### src/rtl/cam_lru.sv
// rtl/cam_lru.sv - fully-associative key/value CAM with LRU replacement
// Each entry keeps an age: 0 is most recent, camsize_p-1 is the eviction victim.
module cam_lru #(
  parameter int camsize_p = 8,
  parameter int key_w_p   = 16,
  parameter int val_w_p   = 16
) (
  input  logic               clk,
  input  logic               rst,
  input  logic               valid_i,
  input  logic               rw_n_i,
  input  logic [key_w_p-1:0] key_i,
  input  logic [val_w_p-1:0] val_i,
  output logic               valid_o,
  output logic [val_w_p-1:0] val_o
);

  localparam int age_w_lp = $clog2(camsize_p);
  typedef logic [age_w_lp-1:0] age_t;

  logic [camsize_p-1:0] vld;
  logic [key_w_p-1:0]   keys [camsize_p];
  logic [val_w_p-1:0]   vals [camsize_p];
  age_t                 ages [camsize_p];

  logic [camsize_p-1:0] hit;
  logic                 hit_any;
  age_t                 hit_idx;
  age_t                 victim_idx;
  age_t                 touch_idx;
  age_t                 touch_age;
  logic                 do_read;
  logic                 do_write;
  logic                 touch_en;
  logic                 alloc;

  always_comb begin
    for (int i = 0; i < camsize_p; i++) begin
      hit[i] = vld[i] && (keys[i] == key_i);
    end
  end

  // Ages are a permutation, so exactly one entry carries the maximum age.
  always_comb begin
    hit_idx    = '0;
    victim_idx = '0;
    for (int i = 0; i < camsize_p; i++) begin
      if (hit[i]) hit_idx = age_t'(i);
      if (ages[i] == age_t'(camsize_p - 1)) victim_idx = age_t'(i);
    end
  end

  always_comb begin
    hit_any   = |hit;
    do_read   = valid_i && rw_n_i;
    do_write  = valid_i && !rw_n_i;
    touch_en  = (do_read && hit_any) || do_write;
    alloc     = do_write && !hit_any;
    touch_idx = hit_any ? hit_idx : victim_idx;
    touch_age = ages[touch_idx];
  end

  always_ff @(posedge clk or posedge rst) begin
    if (rst) begin
      vld     <= '0;
      valid_o <= 1'b0;
      val_o   <= '0;
      for (int i = 0; i < camsize_p; i++) begin
        ages[i] <= age_t'(camsize_p - 1 - i);
      end
    end else begin
      valid_o <= do_read && hit_any;
      val_o   <= (do_read && hit_any) ? vals[hit_idx] : '0;
      if (alloc) vld[victim_idx] <= 1'b1;
      if (touch_en) begin
        for (int i = 0; i < camsize_p; i++) begin
          if (age_t'(i) == touch_idx) ages[i] <= '0;
          else if (ages[i] < touch_age) ages[i] <= ages[i] + 1'b1;
        end
      end
    end
  end

  // Key/value storage is qualified by vld, so it needs no reset.
  always_ff @(posedge clk) begin
    if (do_write) begin
      vals[touch_idx] <= val_i;
      if (alloc) keys[victim_idx] <= key_i;
    end
  end

endmodule

### config.mk
export PLATFORM = sky130hd
export DESIGN_NAME = cam_lru
export DESIGN_NICKNAME = d
export VERILOG_FILES = /design/src/rtl/cam_lru.sv
export SDC_FILE = /design/constraint.sdc
export NUM_CORES = 1
export LEC_CHECK = 0
export CAP_MARGIN = 40
export CORE_ASPECT_RATIO = 1.2
export CORE_UTILIZATION = 66
export CTS_CLUSTER_DIAMETER = 80
export DETAILED_ROUTE_END_ITERATION = 6
export GPL_TIMING_DRIVEN = 0
export PLACE_DENSITY = 0.85
export SETUP_SLACK_MARGIN = 0.1
export SLEW_MARGIN = 20
export SYNTH_ARGS = -nofsm -noshare
export SYNTH_HDL_FRONTEND = slang
export SYNTH_SLANG_ARGS = --single-unit
### constraint.sdc
create_clock -name clk -period 10.1 [get_ports clk]
set_clock_uncertainty 0.2 [all_clocks]
set_input_delay 3.03 -clock clk [delete_from_list [all_inputs] [get_ports clk]]
set_output_delay 3.03 -clock clk [all_outputs]
set_load 0.005 [all_outputs]
==> summary.txt <==
Synth
  • Synth area leaders: sky130_fd_sc_hd__edfxtp_1, sky130_fd_sc_hd__dfrtp_1, sky130_fd_sc_hd__xnor2_1, sky130_fd_sc_hd__mux2_2, sky130_fd_sc_hd__mux2i_1
  • Library cell with the largest summed area after synthesis: sky130_fd_sc_hd__edfxtp_1
  • Most used flip-flop cell after synthesis: sky130_fd_sc_hd__edfxtp_1
  • Count of distinct cell types in the synthesized netlist: 73
  • Syn nets: 1,117
  • Synth Register Bits: 305
  • Fraction of post-synthesis cell area in the top cell type by area: 0.542
  • Post-Synthesis Mean Instance Area: 13.4 um2
  • Most instantiated library cell after synthesis: sky130_fd_sc_hd__edfxtp_1
  • Number of flops mapped to enable cells by yosys: 256
  • Sequential cell area fraction in the yosys report: 0.630
  • Yosys Warn Count: 0
  • Post-synthesis instance area: 14,200 um2
  • Cell count after synthesis: 1,058
  • Fraction of synthesis flops using an asynchronous set or reset pin: 0.161
  • Cell types with the highest counts after synthesis: sky130_fd_sc_hd__edfxtp_1, sky130_fd_sc_hd__xnor2_1, sky130_fd_sc_hd__nor2_1

Detailed routing
  • Count of nets left with antenna violations after detail routing: 0
  • Drt first-iter violations: 983
  • Wire length reported by the detailed router: 37,200 um
  • Initial DRT Pass Iterations: 5
  • Average wire length per cell after detail routing: 25.5 um
  • Number of design rule violations left after detail routing: 0
  • Total via count after detailed routing: 9,711
  • Ratio of routed vias to standard cells: 6.66

Layout
  • Proportion of layout cells with a drive suffix above 1: 0.161
  • Layout Cells excl Fill: 1,458
  • Share of the core filled with cells: 0.779
  • Filler cells: 1,193
  • Area grow syn2layout: 15.6%
  • Final-stage net count: 1,224
  • Antenna fix cells: 0

Hold path
  • Hold Crit Depth: 1
  • Tightest Hold Check Type: reg -> reg

Floorplan
  • Total I/O pin count: 53
  • Total die area: 22,100 um2
  • Number of rows in the core area: 58
  • Die height: 163 um
  • Die span in x: 136 um
  • Initial core utilization: 0.674
  • Placeable core region: 21,000 um2

Setup path
  • Count of cells along the worst register-to-register path: 18
  • CP Cell Sequence: clkdlybuf4s50_1 > buf_6 > xnor2_1 > nand4_1 > nor3_1 > nand4_1 > nand4_1 > or2_2 > clkbuf_1 > o21ai_1 > buf_2 > a211oi_1 > a211oi_1 > a31oi_1 > buf_4 > ha_1 > a21oi_1 > nor4b_1 > a211o_1 > o32ai_1
  • FF-to-FF End: ages[17]$_DFFE_PP1P_
  • Register-to-register path setup slack: 4820 ps
  • Critical Path Start: key_i[10]
  • CP dominant cell by count: sky130_fd_sc_hd__nand4_1
  • Startpoint of the lowest-slack register-to-register path: keys[6][10]$_DFFE_PP_
  • Crit Path Class: in -> reg
  • Critical-path maximum fanout: 10
  • Data required time at the worst endpoint: 10,360 ps
  • Delay of the slowest cell on the worst path: 560 ps
  • Cell with the biggest individual delay on the critical path: sky130_fd_sc_hd__clkdlybuf4s50_1
  • Data arrival time of the critical path: 8420 ps
  • Critical Path Start Type: input pin
  • Worst setup path end: ages[17]$_DFFE_PP1P_
  • Endpoint class of the critical path: flop

GRT
  • Global-route wire length before repair: 56,300 um
  • Maximum number of pins on one net before global-route repair: 50
  • Total Routing Usage GR: 0.350
  • Initial antenna violation count: 0
  • Final global-route overflow total: 0
  • Vias in the first global route: 9,764

CTS
  • CTS tree: built
  • CTS clock-pin slew for the worst setup and hold paths: 70 ps
  • Source-to-sink clock delay at the later pin of the worst-skew pair: 570 ps
  • CTS Buf Count: 29
  • H-Tree Level Count: 1
  • Clk sink count: 305
  • Buffer type at the clock tree root: sky130_fd_sc_hd__clkbuf_16
  • Number of gates resized after cts: 0
  • Total setup buffers inserted after CTS: 0
  • Buffers from clock root to sink, at most: 3
  • Hold buffer count at CTS: 0

STA
  • Final worst hold slack: 311 ps
  • Minimum period implied by the final worst setup slack: 8160 ps
  • Hold violation count in the final report: 0
  • Highest attainable clock frequency: 123 MHz
  • Max-slew violation count: 0
  • Sum of negative setup slack: 0 ps
  • Unrepaired setup endpoints after global routing: no
  • Worst relative slew slack: 0.409
  • Actual transition at the worst max-transition pin: 886 ps
  • Final worst slack: 1940 ps
  • Count of final setup violators: 0
  • Share of the clock period used by the worst path after layout: 0.808

Outcome
  • Status: finished clean

Placed design
  • Inst Count DP: 1,404
  • Number of buffers added on ports: 52
  • Final weighted congestion of routability-driven global placement: 0.948
  • Worst slack at placement: 1490 ps
  • Placed wire-length estimate after detailed placement: 25,200 um

Power and ir drop
  • Power per Cell Area: 198 nW/um2
  • Leakage dissipation: 5.59 nW
  • IR drop worst, VDD: 0.182 mV

Flow run
  • Number of violations of the max-capacitance limit: 0
## worst min path at each step
stage          slack (ps)            endpoint                from
2_1_floorplan         250  vld[5]$_DFFE_PP0P_  vld[5]$_DFFE_PP0P_
3_3_place_gp          270  vld[1]$_DFFE_PP0P_  vld[1]$_DFFE_PP0P_
3_5_place_dp          290  vld[1]$_DFFE_PP0P_  vld[1]$_DFFE_PP0P_
4_1_cts               300  vld[1]$_DFFE_PP0P_  vld[1]$_DFFE_PP0P_
5_1_grt               320  vld[2]$_DFFE_PP0P_  vld[2]$_DFFE_PP0P_
6_report              310  vld[4]$_DFFE_PP0P_  vld[4]$_DFFE_PP0P_
## registers in the layout, summed over array words and instances, names as in the netlist
register	cells
valid_o	1
val_o	16
vld	8
ages	24
vals	128
keys	128
## metal layers
metal | vias to the layer above | share of wire | routed length [um] | track usage
met5 | - | 0 | 0 | 0
met4 | 0 | 0.052 | 1930 | 0.175
met3 | 136 | 0.080 | 2990 | 0.0426
met2 | 576 | 0.50 | 18400 | 0.587
met1 | 4759 | 0.37 | 13800 | 0.450
li1 | 4240 | - | - | -
## area by class of cell
type	instances	area (um2)	share of cell area
Buffer	47	234	0.0143
Clock buffer	42	835	0.0509
Clock inverter	12	206	0.0126
Inverter	10	40.0	0.00244
Multi-Input combinational cell	696	5020	0.307
Sequential cell	305	8930	0.545
Tap cell	270	338	0.0206
Timing Repair Buffer	76	778	0.0475
## per-stage QoR
step | area (um2) | power [mW]
after floorplan | 14200 | 1.89
final | 16400 | 3.24
after global routing | 16400 | 3.35
after global placement | 15000 | 2.02
after detailed placement | 15300 | 2.06
after CTS | 16400 | 3.23
## layout by cell type, fill, tap and decap left out, drive strengths merged, types with 12 or more instances in the layout
master           n
a211oi          21
a21oi           50
and2            13
buf             52
clkbuf          61
clkdlybuf4s50   52
dfrtp           37
dfstp           12
edfxtp         256
ha              23
mux2            34
mux2i           35
nand2           46
nand3           25
nand4           40
nor2            79
nor3            16
o211ai          12
o21ai           24
or2             16
xnor2           96
xor2            32
## worst max-delay path: cells and delay by family
family          cells  cell delay (ps)
simple gates        6             1670
buf+inv             5             1520
compound gates      7             1470
xor+xnor            1              500
fa+ha+maj           1              210
## logic make-up after synthesis
group,after synthesis,share of synthesized area
simple gates,283,0.105
fa+ha+maj,27,0.0235
xor+xnor,128,0.0791
compound gates,189,0.0922
mux,69,0.0517
buf+inv,57,0.0192
flops,305,0.630
## power by group
part | total, mW | internal (mW) | switching, mW
Combinational | 0.565 | 0.225 | 0.340
Sequential | 1.50 | 1.44 | 0.0600
Clock | 1.18 | 0.704 | 0.476
Total | 3.24 | 2.37 | 0.876
No activity file was read; power rests on OpenSTA's default activity.
